[config.mk]
export PLATFORM = sky130hd
export DESIGN_NAME = fifo_access_sched_flat
export DESIGN_NICKNAME = d
export VERILOG_FILES = /design/src/rtl/fifo_access_sched_pkg.sv /design/src/rtl/fifo_access_sched_if.sv /design/src/rtl/fifo_access_sched_rr_arbiter.sv /design/src/rtl/fifo_access_sched.sv /design/src/flat_wrapper.sv
export SDC_FILE = /design/constraint.sdc
export NUM_CORES = 1
export LEC_CHECK = 0
export CORE_MARGIN = 10
export CORE_UTILIZATION = 44
export DETAILED_ROUTE_END_ITERATION = 10
export GPL_ROUTABILITY_DRIVEN = 0
export PLACE_DENSITY_LB_ADDON = 0.3
export SLEW_MARGIN = 20
export SYNTH_ARGS = -nofsm -noshare
export SYNTH_HDL_FRONTEND = slang
export SYNTH_SLANG_ARGS = --single-unit
[constraint.sdc]
create_clock -name clk -period 4.34 [get_ports clk]
set_clock_uncertainty 0.05 [all_clocks]
set_input_delay 0.868 -clock clk [delete_from_list [all_inputs] [get_ports clk]]
set_output_delay 0.868 -clock clk [all_outputs]
set_load 0.005 [all_outputs]
[src/rtl/fifo_access_sched_pkg.sv]
// fifo_sched_pkg: shared types and constants for the FIFO access scheduler.
//   state_e : scheduler FSM states
//   op_e    : FIFO command chosen in a decision cycle
//   RD_LAT  : cycles from rd_grant to rd_valid (one command register stage plus
//             the FIFO's registered data_out)
package fifo_sched_pkg;

   typedef enum logic [1:0] {
      RUN       = 2'd0,
      FLUSH     = 2'd1,
      DONE_WAIT = 2'd2
   } state_e;

   typedef enum logic [1:0] {
      OP_NONE = 2'd0,
      OP_WR   = 2'd1,
      OP_RD   = 2'd2
   } op_e;

   localparam int RD_LAT = 2;

endpackage

[src/rtl/fifo_access_sched_if.sv]
// fifo_access_sched_if: bundles the writer, reader, flush and FIFO-side signals
// of the scheduler.
//   master : the scheduler's view (drives grants, FIFO commands, status)
//   slave  : the environment's view (writers, reader, FIFO instance)
// Signals:
//   req/req_data/grant          writer requests, packed data, one-hot accept pulse
//   rd_req/rd_grant             reader request and accept pulse
//   rd_valid/rd_data            read return, RD_LAT cycles after rd_grant
//   flush/flush_done            drain request and completion pulse
//   fifo_wr/fifo_rd/fifo_data_in  registered FIFO command and write data
//   fifo_data_out/full/empty    FIFO read data and flags
//   err                         sticky flag/occupancy disagreement
interface fifo_access_sched_if #(
   parameter int N_REQ = 4,
   parameter int WIDTH = 8
);
   logic [N_REQ-1:0]       req;
   logic [N_REQ*WIDTH-1:0] req_data;
   logic [N_REQ-1:0]       grant;
   logic                   rd_req;
   logic                   rd_grant;
   logic                   rd_valid;
   logic [WIDTH-1:0]       rd_data;
   logic                   flush;
   logic                   flush_done;
   logic                   fifo_wr;
   logic                   fifo_rd;
   logic [WIDTH-1:0]       fifo_data_in;
   logic [WIDTH-1:0]       fifo_data_out;
   logic                   fifo_full;
   logic                   fifo_empty;
   logic                   err;

   modport master (
      input  req, req_data, rd_req, flush, fifo_data_out, fifo_full, fifo_empty,
      output grant, rd_grant, rd_valid, rd_data, flush_done,
             fifo_wr, fifo_rd, fifo_data_in, err
   );

   modport slave (
      output req, req_data, rd_req, flush, fifo_data_out, fifo_full, fifo_empty,
      input  grant, rd_grant, rd_valid, rd_data, flush_done,
             fifo_wr, fifo_rd, fifo_data_in, err
   );
endinterface

[src/rtl/fifo_access_sched_rr_arbiter.sv]
// rr_arbiter: combinational round-robin pick among N requesters.
//   req_i  : request vector
//   ptr_i  : index with highest priority this cycle; search wraps mod N
//   gnt_o  : one-hot winner (zero when no request)
//   any_o  : at least one request present
//   idx_o  : binary index of the winner
module rr_arbiter #(
   parameter  int N  = 4,
   localparam int IW = (N > 1) ? $clog2(N) : 1
) (
   input  logic [N-1:0]  req_i,
   input  logic [IW-1:0] ptr_i,
   output logic [N-1:0]  gnt_o,
   output logic          any_o,
   output logic [IW-1:0] idx_o
);

   function automatic logic [IW-1:0] pos(input int k);
      return IW'((int'(ptr_i) + k) % N);
   endfunction

   always_comb begin
      gnt_o = '0;
      any_o = 1'b0;
      idx_o = '0;
      for (int k = 0; k < N; k++) begin
         if (!any_o && req_i[pos(k)]) begin
            any_o         = 1'b1;
            gnt_o[pos(k)] = 1'b1;
            idx_o         = pos(k);
         end
      end
   end

endmodule

[src/rtl/fifo_access_sched.sv]
// fifo_access_sched: shares one single-port FIFO between N_REQ writers and a
// reader, issuing at most one FIFO command per cycle, and drains it on flush.
// Ports:
//   clk  : rising-edge clock
//   rst  : synchronous active-high reset
//   bus  : fifo_access_sched_if.master (writers, reader, flush, FIFO side, err)
//
// state     | meaning
// RUN       | normal arbitration between writers and the reader
// FLUSH     | one internal read per cycle until shadow occupancy is zero
// DONE_WAIT | two cycles for the last fifo_rd to retire; flush_done in the 2nd
module fifo_access_sched
   import fifo_sched_pkg::*;
#(
   parameter int N_REQ = 4,
   parameter int WIDTH = 8,
   parameter int DEPTH = 8
) (
   input logic                 clk,
   input logic                 rst,
   fifo_access_sched_if.master bus
);

   localparam int IW = (N_REQ > 1) ? $clog2(N_REQ) : 1;
   localparam int OW = $clog2(DEPTH + 1);

   state_e            state_q;
   logic [OW-1:0]     occ_q, occ_d;
   logic [OW-1:0]     occ_dly_q;
   logic              pri_wr_q;
   logic              wait_q;
   logic [IW-1:0]     rr_ptr_q;
   logic              fifo_wr_q, fifo_rd_q;
   logic [WIDTH-1:0]  fifo_data_in_q;
   logic [RD_LAT-1:0] rd_sh_q;
   logic              flush_done_q;
   logic              err_q;

   logic [N_REQ-1:0]  arb_gnt;
   logic              arb_any;
   logic [IW-1:0]     arb_idx;
   logic              in_run, in_flush, wr_ok, rd_ok, rd_grant;
   op_e               op;

   rr_arbiter #(.N(N_REQ)) u_arb (
      .req_i (bus.req),
      .ptr_i (rr_ptr_q),
      .gnt_o (arb_gnt),
      .any_o (arb_any),
      .idx_o (arb_idx)
   );

   // Decisions look only at the shadow occupancy; the FIFO flags lag by two
   // cycles and would throttle back-to-back traffic at the limits.
   always_comb begin
      in_run   = !rst && (state_q == RUN) && !bus.flush;
      in_flush = !rst && (state_q == FLUSH);
      wr_ok    = in_run && arb_any && (occ_q < OW'(DEPTH));
      rd_ok    = ((in_run && bus.rd_req) || in_flush) && (occ_q != '0);
      op       = OP_NONE;
      if (wr_ok && rd_ok)
         op = pri_wr_q ? OP_WR : OP_RD;
      else if (wr_ok)
         op = OP_WR;
      else if (rd_ok)
         op = OP_RD;
      occ_d = occ_q;
      if (op == OP_WR)
         occ_d = occ_q + 1'b1;
      else if (op == OP_RD)
         occ_d = occ_q - 1'b1;
      // Drain reads are internal: no rd_grant and no rd_valid for them.
      rd_grant = (op == OP_RD) && (state_q == RUN);
   end

   always_ff @(posedge clk) begin
      if (rst) begin
         state_q        <= RUN;
         occ_q          <= '0;
         occ_dly_q      <= '0;
         pri_wr_q       <= 1'b1;
         wait_q         <= 1'b0;
         rr_ptr_q       <= '0;
         fifo_wr_q      <= 1'b0;
         fifo_rd_q      <= 1'b0;
         fifo_data_in_q <= '0;
         rd_sh_q        <= '0;
         flush_done_q   <= 1'b0;
         err_q          <= 1'b0;
      end else begin
         occ_q        <= occ_d;
         occ_dly_q    <= occ_q;
         fifo_wr_q    <= (op == OP_WR);
         fifo_rd_q    <= (op == OP_RD);
         rd_sh_q      <= {rd_sh_q[RD_LAT-2:0], rd_grant};
         flush_done_q <= 1'b0;

         if (op == OP_WR) begin
            fifo_data_in_q <= bus.req_data[int'(arb_idx)*WIDTH +: WIDTH];
            rr_ptr_q       <= (arb_idx == IW'(N_REQ - 1)) ? '0 : arb_idx + 1'b1;
         end
         if (wr_ok && rd_ok)
            pri_wr_q <= !pri_wr_q;

         // FIFO flags reflect commands retired one cycle after the decision.
         if ((bus.fifo_full != (occ_dly_q == OW'(DEPTH))) ||
             (bus.fifo_empty != (occ_dly_q == '0)))
            err_q <= 1'b1;

         case (state_q)
            RUN: begin
               if (bus.flush)
                  state_q <= FLUSH;
            end
            FLUSH: begin
               if (occ_q == '0) begin
                  state_q <= DONE_WAIT;
                  wait_q  <= 1'b1;
               end
            end
            DONE_WAIT: begin
               if (wait_q) begin
                  wait_q       <= 1'b0;
                  flush_done_q <= 1'b1;
               end else begin
                  state_q <= RUN;
               end
            end
            default: state_q <= RUN;
         endcase
      end
   end

   assign bus.grant        = (op == OP_WR) ? arb_gnt : '0;
   assign bus.rd_grant     = rd_grant;
   assign bus.rd_valid     = rd_sh_q[RD_LAT-1];
   assign bus.rd_data      = bus.fifo_data_out;
   assign bus.flush_done   = flush_done_q;
   assign bus.fifo_wr      = fifo_wr_q;
   assign bus.fifo_rd      = fifo_rd_q;
   assign bus.fifo_data_in = fifo_data_in_q;
   assign bus.err          = err_q;

endmodule

[src/flat_wrapper.sv]
// flat-port wrapper written by rule: the top's interface ports become plain ports
module fifo_access_sched_flat import fifo_sched_pkg::*;
#(
   parameter int N_REQ = 4,
   parameter int WIDTH = 8,
   parameter int DEPTH = 8
)
  (clk, rst, bus_req, bus_req_data, bus_rd_req, bus_flush, bus_fifo_data_out, bus_fifo_full, bus_fifo_empty, bus_grant, bus_rd_grant, bus_rd_valid, bus_rd_data, bus_flush_done, bus_fifo_wr, bus_fifo_rd, bus_fifo_data_in, bus_err);
  fifo_access_sched_if #(.N_REQ(N_REQ), .WIDTH(WIDTH)) bus_i ();
  input logic clk;
  input logic rst;
  input wire logic [$bits(bus_i.req)-1:0] bus_req;
  input wire logic [$bits(bus_i.req_data)-1:0] bus_req_data;
  input wire logic [$bits(bus_i.rd_req)-1:0] bus_rd_req;
  input wire logic [$bits(bus_i.flush)-1:0] bus_flush;
  input wire logic [$bits(bus_i.fifo_data_out)-1:0] bus_fifo_data_out;
  input wire logic [$bits(bus_i.fifo_full)-1:0] bus_fifo_full;
  input wire logic [$bits(bus_i.fifo_empty)-1:0] bus_fifo_empty;
  output wire logic [$bits(bus_i.grant)-1:0] bus_grant;
  output wire logic [$bits(bus_i.rd_grant)-1:0] bus_rd_grant;
  output wire logic [$bits(bus_i.rd_valid)-1:0] bus_rd_valid;
  output wire logic [$bits(bus_i.rd_data)-1:0] bus_rd_data;
  output wire logic [$bits(bus_i.flush_done)-1:0] bus_flush_done;
  output wire logic [$bits(bus_i.fifo_wr)-1:0] bus_fifo_wr;
  output wire logic [$bits(bus_i.fifo_rd)-1:0] bus_fifo_rd;
  output wire logic [$bits(bus_i.fifo_data_in)-1:0] bus_fifo_data_in;
  output wire logic [$bits(bus_i.err)-1:0] bus_err;
  assign bus_i.req = bus_req;
  assign bus_i.req_data = bus_req_data;
  assign bus_i.rd_req = bus_rd_req;
  assign bus_i.flush = bus_flush;
  assign bus_i.fifo_data_out = bus_fifo_data_out;
  assign bus_i.fifo_full = bus_fifo_full;
  assign bus_i.fifo_empty = bus_fifo_empty;
  assign bus_grant = bus_i.grant;
  assign bus_rd_grant = bus_i.rd_grant;
  assign bus_rd_valid = bus_i.rd_valid;
  assign bus_rd_data = bus_i.rd_data;
  assign bus_flush_done = bus_i.flush_done;
  assign bus_fifo_wr = bus_i.fifo_wr;
  assign bus_fifo_rd = bus_i.fifo_rd;
  assign bus_fifo_data_in = bus_i.fifo_data_in;
  assign bus_err = bus_i.err;
  fifo_access_sched #(.N_REQ(N_REQ), .WIDTH(WIDTH), .DEPTH(DEPTH)) u_core (.clk(clk), .rst(rst), .bus(bus_i));
endmodule
* After elaboration in Yosys (flattened, before gate mapping) *
Cells that the tools add are included.

word-level totals
  flip-flop bits (word level) = 28
  bits in latches = 0
  bits in writable memories = 0
  ROM bits = 0
  input bits = 50
  output and inout bits = 26
  word-level logic and storage cells = 119
  memories = 0

operators by class
  $add $sub $neg = 6
  $mul = 0
  div/mod/pow operators = 0
  order comparisons = 9
  equal/unequal tests = 11
  shift-type cells = 1
  mux-type cells = 43
  bitwise operators = 4
  reductions and logical operators = 33

operators with widths
  cell                                                 count
  indexed part select 32 x 6 -> 8 bit                  1
  two-way mux 4 bit                                    7
  two-way mux 2 bit                                    12
  logical AND 1 bit                                    16
  two-way mux 1 bit                                    14
  < comparator 2 x 3 -> 1 bit, second input constant   4
  OR 4 bit                                             3
  binary-select mux 1 bit (select 2 bit)               4
  demux 1 bit (select 2 bit)                           4
  >= comparator 2 x 1 -> 1 bit, second input constant  4
  logical NOT 4 bit                                    2
  equality test 2 bit, second input constant           3
  logical NOT 1 bit                                    6
  inequality test 2 bit, second input constant         3
  case mux 2 bit (3 select lines)                      1
  adder 2 x 1 -> 2 bit, second input constant          2
  adder 2 bit, second input constant                   2
  adder 4 x 1 -> 4 bit, second input constant          1
  equality test 2 x 1 -> 1 bit, second input constant  2
  equality test 4 bit, second input constant           1
  < comparator 4 bit, second input constant            1
  nonzero test 2 bit                                   2
  nonzero test 4 bit                                   1
  subtractor 4 x 1 -> 4 bit, second input constant     1
  other kinds (8)                                      10

* Logic depth before layout (Yosys ltp) *
  depth in word-level cells = 19
  gate-level depth with buffers = 17
  gate-level depth less buffers = 15

* By module *
A second synthesis with hierarchy kept.

second synthesis, totals
  cell total of the unflattened synthesis = 185
  area total of the unflattened synthesis = 1,879.3 µm²

modules (own cells, without submodules)
  module             times used  cells each  area each (µm²)  seq. area each (µm²)
  fifo_access_sched  1           140         1,460.2          560.5
  rr_arbiter         1           45          419.2            0.0

* Least setup slack after synthesis *
OpenSTA, ideal clock, no wires.

  path kind = register to register
  start = register (tool-made name)
  end = register u_core.occ_q[3]
  library setup time = 0.070 ns
  arrival = 3.892 ns
  data required time = 4.220 ns
  setup slack = 0.327 ns
  stages on the path, launching flop included = 18
  path buffers = 2
  period minus slack after synthesis = 4.013 ns
  cells stage by stage = dfxtp_1 buf_2 inv_1 ha_1 buf_1 mux4_2 nor4_1 nor3_1 a21oi_1 inv_1 ha_1 clkinv_1 ha_1 a21o_1 a21oi_1 xnor2_1 or3_1 a21oi_1

RTL lines
  item                  RTL line                 source
  to (signal assigned)  fifo_access_sched.sv:79  occ_q <= '0;
  to (signal assigned)  fifo_access_sched.sv:91  occ_q <= occ_d;
  to (decl)             fifo_access_sched.sv:28  logic [OW-1:0] occ_q, occ_d;

* Worst setup path after layout *
  start = input port rst
  end = output port bus_grant[2]

on the way
  word-level cells in the longest chain between the ends = 11
  elaborated cells on any way between the ends = 15
  those cells by class = eq/ne (1); mux (4); reduce/logical (10)

RTL lines
  item                            RTL line                                          source
  from (decl)                     flat_wrapper.sv:11                                input logic rst;
  logical NOT 1 bit *             fifo_access_sched.sv:56, fifo_access_sched.sv:57
  logical AND 1 bit (2 in a row)  fifo_access_sched.sv:56                           in_run = !rst && (state_q == RUN) && !bus.flush;
  logical AND 1 bit               fifo_access_sched.sv:59                           rd_ok = ((in_run && bus.rd_req) || in_flush) && (occ_q != '0);
  logical OR 1 bit                fifo_access_sched.sv:59
  logical AND 1 bit               fifo_access_sched.sv:59
  two-way mux 2 bit               fifo_access_sched.sv:65                           else if (rd_ok)
  two-way mux 2 bit               fifo_access_sched.sv:63                           else if (wr_ok)
  two-way mux 2 bit *             fifo_access_sched.sv:61                           if (wr_ok && rd_ok)
  equality test 2 x 1 -> 1 bit *  fifo_access_sched.sv:134                          assign bus.grant = (op == OP_WR) ? arb_gnt : '0;
  two-way mux 4 bit *             fifo_access_sched.sv:134
  to (decl)                       flat_wrapper.sv:19                                output wire logic [$bits(bus_i.grant)-1:0] bus_grant;

Every way passes the cells marked *; elsewhere a longest branch is shown, timed or not.

==> summary.md <==
| Metric | Value |
|---|---|
| CTS tree | `yes` |
| Number of global-route vias before repair | `~1800` |
| First DRT Iteration DRCs | `between 90 and 100` |
| Top-area cell type share of the netlist area | `0.280` |
| Hold depth | `1` |
| Post-Syn Nets | `285` |
| Crit Path Class | `input port to output port` |
| Tot GR Track Use | `0.135` |
| WHS | `between 400 and 500 ps` |
| Port Buffers | `59` |
| Die area | `about 7600 µm²` |
| Hold/Removal Path Class | `flip-flop to flip-flop` |
| Max Freq | `about 0.25 GHz` |
| Largest area contributor in the netlist | `dfxtp_1` |
| Crit path launch type | `input port` |
| GR Overflow Total | `0` |
| Largest net degree at the start of global routing | `25` |
| HPWL after DPL | `roughly 4.0 mm` |
| YS warnings | `0` |
| Die Wd | `around 90 µm` |
| Cell Area, Synth | `roughly 2000 µm²` |
| DP Cell Count | `~330` |
| Largest cells by area after synthesis | `dfxtp_1 (28%), ha_1 (7.5%), nor2_1 (6.2%), mux2i_1 (5.5%), mux4_2 (4.5%)` |
| Clock Tree Root | `clkbuf_8` |
| Period utilization | `0.922` |
| Critical Path RT | `about 3400 ps` |
| Critical path cell sequence | `clkdlybuf4s50_1, or4_1, a21oi_1, inv_1, ha_1, inv_2, nor2_1, clkdlybuf4s50_1` |
| Placed cell area | `between 2000 and 3000 µm²` |
| Crit path arrival time | `a little over 3000 ps` |
| Clock latency on the worst-skew pair | `270 ps` |
| Slew Viols, Final | `0` |
| Routed WL | `a little over 5 mm` |
| Final Non-Filler Cells | `between 300 and 400` |
| Status | `finished, final reports clean` |
| VDD IR max | `roughly 0.24 mV` |
| Number of antenna diodes | `0` |
| Critical Path Most Common Cell | `clkdlybuf4s50_1` |
| Finished Cell Area | `between 2000 and 3000 µm²` |
| Clk slew on worst S/H paths | `100 ps` |
| Most frequent cells in the layout | `clkdlybuf4s50_1 (51), nor2_1 (33), dfxtp_1 (28), buf_4 (16)` |
| Flops & latches, synth | `28` |
| Setup TNS | `0 ps` |
| Clock sink total | `28` |
| Drt drc | `0` |
| Initial core utilization | `0.456` |
| Power per cell area | `457 nW/µm²` |
| Via/cell ratio | `about 5.5` |
| Buf/Inv on CP | `4` |
| Avg WL per Cell | `roughly 15 µm` |
| Core Region | `approximately 4400 µm²` |
| Most common cell after layout, fill and taps aside | `clkdlybuf4s50_1` |
| Tmin final | `between 4000 and 5000 ps` |
| Via count | `approximately 1800` |
| Clock tree buffer depth | `2` |
| Worst r2r path cells | `16` |
| WHS Endpoint | `u_core.rd_sh_q[1]` |
| First-pass GRT wire length | `8.77 mm` |
| Family with the most delay on the worst path | `buffers and inverters` |
| MaxCap Viol Count | `0` |
| Area growth from synthesis to layout | `36.9%` |
| Final Hold Fails | `0` |
| FF-to-FF End | `u_core.occ_q[3]` |
| Number of I/O pins | `between 70 and 80` |
| Hold_sp | `u_core.rd_sh_q[0]` |
| Slew headroom | `0.530` |
| Asr flop ratio synth | `0` |
| RSZ-0062 raised after global routing | `no` |
| Reg-to-reg slack, setup | `between 600 and 700 ps` |
| Initial antenna violation count | `0` |
| Rows | `24` |
| Critical path endpoint category | `output port` |
| Max FO, Critical Path | `7` |
| Slowest-stage cell, CP | `or4_1` |
| Die H | `slightly below 90 µm` |
| Least-Margin Pin Slew | `about 700 ps` |
| Crit path largest cell delay | `just over 600 ps` |
| LEAKAGE | `about 1.2 nW` |
| Ratio of cells with drive above 1 in the final layout | `0.132` |
| Syn Inst Count | `~220` |
| H-tree Lvls | `1` |
| Antenna viol nets, final | `0` |
| Mean Syn Cell Area | `roughly 9 µm²` |
| Layout Nets | `about 340` |
| Pre-antenna DRT Iters | `4` |
| Synth unique cells | `51` |
| Final setup vio count | `0` |
| Main synth FF type | `dfxtp_1` |
| Number of synthesized flops with an enable pin | `0` |
| Worst r2r src | `u_core.rr_ptr_q[1]` |
| Cts bufs inserted | `3` |
| Register area share after synthesis | `0.280` |
## cells by family after synthesis
logic type,count (synthesis),share of synthesized area
adders and majority gates,13,0.0851
xor gates and xnor gates,4,0.0175
and+or+nand+nor,74,0.193
buffers and inverters,29,0.0889
AOI/OAI and AO/OA,54,0.207
DFF,28,0.280
muxes,20,0.128
## worst max-delay path by stage
stage,start,end,slack (ps),cells past startpoint
2_1_floorplan,flip-flop,u_core.occ_q[3],330,17
5_1_grt,rst,bus_grant[2],170,10
4_1_cts,bus_req[2],bus_grant[3],20,10
3_3_place_gp,bus_req[2],bus_grant[2],2,10
3_5_place_dp,bus_req[2],bus_grant[2],-80,10
6_report,rst,bus_grant[2],340,8
## sequential cells by signal, summed over array words and instances (netlist names), named ones only
signal / cells
u_core.occ_q: 4
u_core.bus.fifo_data_in: 8
u_core.rr_ptr_q: 1
u_core.wait_q: 1
u_core.bus.fifo_rd: 1
u_core.bus.fifo_wr: 1
u_core.bus.flush_done: 1
u_core.pri_wr_q: 1
u_core.rd_sh_q: 2
u_core.occ_dly_q: 4
u_core.bus.err: 1
u_core.state_q: 2
## through the flow
step,power (W),setup WS (ps),utilization
after floorplan,0.000841,327,-
after global placement,0.00102,1.72,0.598
after detailed placement,0.00104,-78.8,0.598
after CTS,0.00126,19.5,0.617
final,0.00125,337,0.624
after global routing,0.00136,173,0.624
## power by group
group	switching, W	internal (W)
Combinational	0.000331	0.000347
Clock	0.0000806	0.000123
Sequential	0.0000499	0.000320
## layer usage
| layer | GRT usage | wire (µm) | up-vias |
|---|---|---|---|
| met2 | 0.233 | 2480 | 53 |
| met1 | 0.161 | 2230 | 861 |
| met4 | 0.0493 | 82 | 0 |
| met3 | 0.0243 | 276 | 10 |
| met5 | 0 | 0 | - |
| li1 | - | - | 912 |
## Yosys cell counts, types with 7 or more instances
library cell  count
buf_4             8
a211oi_1          8
ha_1             12
o21ai_0           9
nor3_1            7
inv_1             7
dfxtp_1          28
a2111oi_1         7
mux2i_1          11
nor2b_1          11
a21oi_1           9
nor2_1           33
## final cells by class
type                    count  area, µm²
clock buffers               3       41.3
clock inverters             1       30.0
fillers                   389       1650
inverters                   8       30.0
multi-input cells         165       1280
flip-flops and latches     28        561
well taps                  52       65.1
repair buffers             75        731
## timing repair
action                                 4_1_cts  5_1_grt
buffers inserted                             0        1
pin swaps                                    0        2
endpoints found under the hold margin        0        0
setup endpoints to repair                    5        5
hold buffers                                 0        0
gates resized for setup                      2       10
No activity file was read; power rests on OpenSTA's default activity.
